===== src/rtl/bram_port_arbiter.sv =====
// bram_port_arbiter: round-robin arbiter sharing one read-first BRAM port between two requesters
module bram_port_arbiter #(
  parameter int ADDR_W = 16,
  parameter logic [31:0] MEM_BYTES = 32'h00008000
) (
  input  logic              clk,
  input  logic              rst,
  input  logic              req0,
  input  logic              req1,
  input  logic [3:0]        we0,
  input  logic [3:0]        we1,
  input  logic [ADDR_W-1:0] addr0,
  input  logic [ADDR_W-1:0] addr1,
  input  logic [31:0]       wdata0,
  input  logic [31:0]       wdata1,
  output logic              gnt0,
  output logic              gnt1,
  output logic              rvalid0,
  output logic              rvalid1,
  output logic [31:0]       rdata0,
  output logic [31:0]       rdata1,
  output logic              err0,
  output logic              err1,
  output logic [3:0]        web,
  output logic [ADDR_W-1:0] addrb,
  output logic [31:0]       dib,
  input  logic [31:0]       dob,
  output logic [15:0]       gcnt0,
  output logic [15:0]       gcnt1
);
  logic lg_q, lg_d;
  logic rsp_valid_q, rsp_valid_d;
  logic rsp_idx_q, rsp_idx_d;
  logic rsp_err_q, rsp_err_d;
  logic [15:0] gcnt0_q, gcnt0_d, gcnt1_q, gcnt1_d;
  logic any, sel, in_range;
  logic [ADDR_W-1:0] addr_sel;
  always_comb begin
    gnt0 = !rst && req0 && (!req1 || lg_q);
    gnt1 = !rst && req1 && (!req0 || !lg_q);
    any = gnt0 || gnt1;
    sel = gnt1;
    addr_sel = sel ? addr1 : addr0;
    in_range = {32'd0, addr_sel} < {{ADDR_W{1'b0}}, MEM_BYTES};
    addrb = any ? addr_sel : '0;
    dib = any ? (sel ? wdata1 : wdata0) : 32'd0;
    web = (any && in_range) ? (sel ? we1 : we0) : 4'b0000;
    lg_d = any ? sel : lg_q;
    rsp_valid_d = any;
    rsp_idx_d = sel;
    rsp_err_d = !in_range;
    gcnt0_d = (gnt0 && gcnt0_q != 16'hFFFF) ? gcnt0_q + 16'd1 : gcnt0_q;
    gcnt1_d = (gnt1 && gcnt1_q != 16'hFFFF) ? gcnt1_q + 16'd1 : gcnt1_q;
    gcnt0 = gcnt0_q;
    gcnt1 = gcnt1_q;
    rvalid0 = !rst && rsp_valid_q && !rsp_idx_q;
    rvalid1 = !rst && rsp_valid_q && rsp_idx_q;
    err0 = rvalid0 && rsp_err_q;
    err1 = rvalid1 && rsp_err_q;
    rdata0 = (rvalid0 && !rsp_err_q) ? dob : 32'd0;
    rdata1 = (rvalid1 && !rsp_err_q) ? dob : 32'd0;
  end
  always_ff @(posedge clk) begin
    if (rst) begin
      lg_q <= 1'b1;
      rsp_valid_q <= 1'b0;
      rsp_idx_q <= 1'b0;
      rsp_err_q <= 1'b0;
      gcnt0_q <= 16'd0;
      gcnt1_q <= 16'd0;
    end else begin
      lg_q <= lg_d;
      rsp_valid_q <= rsp_valid_d;
      rsp_idx_q <= rsp_idx_d;
      rsp_err_q <= rsp_err_d;
      gcnt0_q <= gcnt0_d;
      gcnt1_q <= gcnt1_d;
    end
  end
endmodule


===== config.mk =====
export PLATFORM = sky130hd
export DESIGN_NAME = bram_port_arbiter
export DESIGN_NICKNAME = d
export VERILOG_FILES = /design/src/rtl/bram_port_arbiter.sv
export SDC_FILE = /design/constraint.sdc
export NUM_CORES = 1
export LEC_CHECK = 0
export BUFFER_PORTS_ARGS = -buffer_cell sky130_fd_sc_hd__buf_2
export CAP_MARGIN = 20
export CORE_AREA = 2 2 116 118
export DETAILED_ROUTE_END_ITERATION = 7
export DIE_AREA = 0 0 118 120
export GPL_TIMING_DRIVEN = 0
export HOLD_SLACK_MARGIN = 0.05
export PLACE_DENSITY = 0.59
export SLEW_MARGIN = 20
export SYNTH_ARGS = -nofsm -noshare
export SYNTH_HDL_FRONTEND = slang
export SYNTH_SLANG_ARGS = --single-unit

===== constraint.sdc =====
create_clock -name clk -period 1.5 [get_ports clk]
set_input_delay 0.075 -clock clk [delete_from_list [all_inputs] [get_ports clk]]
set_output_delay 0.075 -clock clk [all_outputs]
set_load 0.02 [all_outputs]

==> metrics.md <==
| Metric | Value |
|---|---|
| Via count of the first global-routing pass | `4331` |
| Mapped cell area | `0.00290 sq mm` |
| Die W | `118 um` |
| # rows | `42` |
| Layout area overhead | `145%` |
| Slowest cell on crit path | `dfxtp_2` |
| Worst setup EP type | `output pin` |
| CTS Buf Count | `5` |
| Hold path endpoint | `lg_q` |
| Simple-Gate Fraction of Synth Area | `49.1%` |
| First-pass iteration count of the detailed router | `4` |
| YS warnings | `0` |
| Final Power | `3.33 mW` |
| Core box area | `0.0130 sq mm` |
| CTS max path bufs | `2` |
| Final net count | `941` |
| Reg-to-Reg Start | `gcnt0[6]` |
| Placer congestion estimate | `0.827` |
| Flops & latches, synth | `36` |
| R2r worst-path depth | `5` |
| Worst IR Drop VDD | `0.377 mV` |
| Clk_skew | `0.00843 ns` |
| Largest net degree at the start of global routing | `13` |
| Synth cell types | `38` |
| Worst R2R End | `gcnt0[1]` |
| RSZ-0062 raised after global routing | `yes` |
| Sequential share of power | `29.1%` |
| Die area | `0.0142 sq mm` |
| Fill count | `1154` |
| Largest family of logic cells by synthesized area | `simple AND/OR/NAND/NOR gates` |
| Worst hold path depth | `3` |
| Peak per-stage delay on the critical path | `0.35 ns` |
| Leading cell types in the layout, fill and taps excluded | `buf_2 (178), buf_6 (90), buf_4 (71)` |
| Crit path DAT | `1.58 ns` |
| Detail Placement HPWL | `10500 um` |
| Vias per cell | `4.74` |
| Req. time, crit path | `1.42 ns` |
| Die height | `120 um` |
| # DRC | `0` |
| Gate power share | `39.4%` |
| Number of DRC markers in iteration 0 | `209` |
| Synth Area in Compound Gates | `13.4%` |
| Post-Syn Instances | `444` |
| Crit share post-route | `111%` |
| Global-route usage over all layers | `20.1%` |
| Final setup viols | `124` |
| Clock latency on the worst-skew pair | `0.29 ns` |
| Diode count | `0` |
| Leak | `3.50 nW` |
| Worst-path fanout max | `5` |
| CTS H-Tree Depth | `2` |
| Clock Pin Slew Worst Setup and Hold Paths | `0.05 ns` |
| Syn nets | `586` |
| Grt ovf | `0` |
| Initial antenna violation count | `0` |
| NetSw | `1.15 mW` |
| Most common cell after layout, fill and taps aside | `buf_2` |
| Switch share | `34.5%` |
| Slew HR | `58.7%` |
| Reg2reg setup slack | `-0.15 ns` |
| Max Slew Vio Count | `0` |
| Clock power frac | `31.5%` |
| Avg Inst Size Synth | `6.54 sq um` |
| Synth Area in Adders | `0.862%` |
| Root buffer cell | `clkbuf_16` |
| Clock sinks | `36` |
| Vias | `4630` |
| Internal power | `2.18 mW` |
| WL per Instance | `17.1 um` |
| CP Launch Type | `flop` |
| First-pass GRT wire length | `22700 um` |
| Starting density of the core | `22.4%` |
| Layout cells sized above 1 | `73.5%` |
| Least-Margin Pin Slew | `0.619 ns` |
| Pwr dens | `468 mW/mm^2` |
| I/O pin count | `294` |
| Hold_buf cts | `0` |
| Sequential-to-total area share from yosys stat | `24.8%` |
| Pre-CTS setup slack | `-0.646 ns` |
| Setup ws final | `-0.160 ns` |
| Status | `finished, violations left` |
| Post-layout min period | `1.66 ns` |
| PortBufs | `293` |
| CP most frequent cell | `buf_6` |
| Hold Crit Class | `in2reg` |
| Crit path kind | `reg2out` |
| Fmax | `0.602 GHz` |
| Final hold vios | `0` |
| Violated checks | `negative setup slack` |
| CTS tree | `yes` |
| Multiplexer area fraction after synthesis | `1.38%` |
| Max Cap Violations | `0` |
| Final wirelength | `16700 um` |
| Routed Antenna Nets | `0` |
| Post-synthesis xor/xnor area fraction | `6.03%` |
| Cell chain of the critical path | `and3b_2 > nor2b_4 > buf_6 > buf_8 > and2_4 > buf_6` |
| Worst hold start | `req1` |
final cells by class:
cell class | instances | area [sq um] | share of cell area, %
Tap cell | 176 | 220 | 3.10
Multi-Input combinational cell | 376 | 2980 | 42.0
Timing Repair Buffer | 348 | 2610 | 36.7
Buffer | 24 | 300 | 4.23
Timing Repair inverter | 1 | 16.3 | 0.229
Clock buffer | 5 | 125 | 1.76
Sequential cell | 36 | 792 | 11.2
Clock inverter | 3 | 18.8 | 0.264
Inverter | 7 | 38.8 | 0.546
synth_stat cells:
cell type	number	share of area, %
and3b_1	1	0.30
o21ai_4	1	0.56
nor3b_1	1	0.26
buf_2	3	0.52
a41oi_1	1	0.30
clkbuf_1	23	3.0
o21ai_0	1	0.17
o41ai_4	1	0.95
xnor2_1	15	4.5
nor2b_1	4	0.86
nor4_1	4	0.86
mux2i_1	4	1.4
nand3b_1	8	2.1
nand2b_1	4	0.86
nand4_1	6	1.3
nor3_1	16	2.8
nand4_2	2	0.86
a21oi_1	59	10
a211oi_1	2	0.52
and4_1	4	1.2
inv_1	6	0.78
nor3_2	1	0.34
nor4b_1	1	0.30
nand2_1	106	14
nand3_1	10	1.7
o21bai_1	1	0.26
or4_4	1	0.39
nand4b_1	1	0.30
and2_1	70	15
or3_1	2	0.43
dfxtp_1	36	25
nor2_1	34	4.4
and3_1	5	1.1
inv_2	1	0.13
o21ai_1	1	0.17
a311oi_1	1	0.30
ha_1	2	0.86
xor2_1	5	1.5
sequential cells by signal (all words and copies together), names as in the netlist:
| register | cells |
|---|---|
| gcnt0 | 16 |
| gcnt1 | 16 |
| lg_q | 1 |
| rsp_err_q | 1 |
| rsp_idx_q | 1 |
| rsp_valid_q | 1 |
metrics by stage:
stage / instance area [sq um] / setup TNS [ns] / std cells / hold WS [ns] / util, %
CTS: 6380 / -9.91 / 962 / 0.0893 / 49.1
finish: 7100 / -10.12 / 976 / 0.106 / 54.7
floorplan: 3080 / -0.364 / 444 / 0.212 / -
global route: 7100 / -18.67 / 976 / 0.163 / 54.7
global placement: 4760 / -49.94 / 913 / 0.355 / 36.7
detailed placement: 4760 / -48.95 / 913 / 0.357 / 36.7
critical path, delay by kind of cell, from the launching register on:
family	cells	cell delay, ns
AND/OR/NAND/NOR	3	0.58
flip-flops	1	0.35
buffers and inverters	3	0.36
power groups by stage:
stage / logic (mW) / registers, mW / clock network (mW)
after floorplan: 0.438 / 1.00 / 0
after detailed placement: 0.835 / 0.999 / 0
after global routing: 1.38 / 0.970 / 1.13
final: 1.31 / 0.968 / 1.05
after CTS: 1.15 / 0.979 / 1.07
after global placement: 0.836 / 0.998 / 0
worst max-delay path by stage:
stage | start | endpoint | slack [ns]
after global placement | req1 | dib[5] | -0.66
after detailed placement | req1 | dib[2] | -0.65
after floorplan | gcnt0[1] | gcnt0[1] | -0.15
after CTS | gcnt0[0] | gcnt0[1] | -0.16
final | rsp_idx_q | rdata1[20] | -0.16
after global routing | lg_q | web[2] | -0.22
metal layers:
metal	global-route usage (%)	part of all wire (%)	routed length (um)	vias to the layer above
met5	0	0	0	-
met1	22.5	37	6180	2212
li1	-	-	-	2192
met2	38.8	56	9300	198
met3	3.33	4.9	820	28
met4	5.65	2.1	356	0
cells by family (layout without fill, tap and decap cells):
kind of cell               Yosys count  in the layout
buffers and inverters               33            388
xor gates and xnor gates            20             20
adders and majority gates            2              2
and+or+nand+nor                    281            282
muxes                                4              4
DFF                                 36             36
AOI/OAI and AO/OA                   68             68
timing repair:
action / CTS / global route
gates resized for setup: 334 / 186
setup endpoints to repair: 144 / 143
buffers inserted: 32 / 17
pin swaps: 64 / 83
gates cloned: 9 / 1
Power figures use the tool's default switching activity.
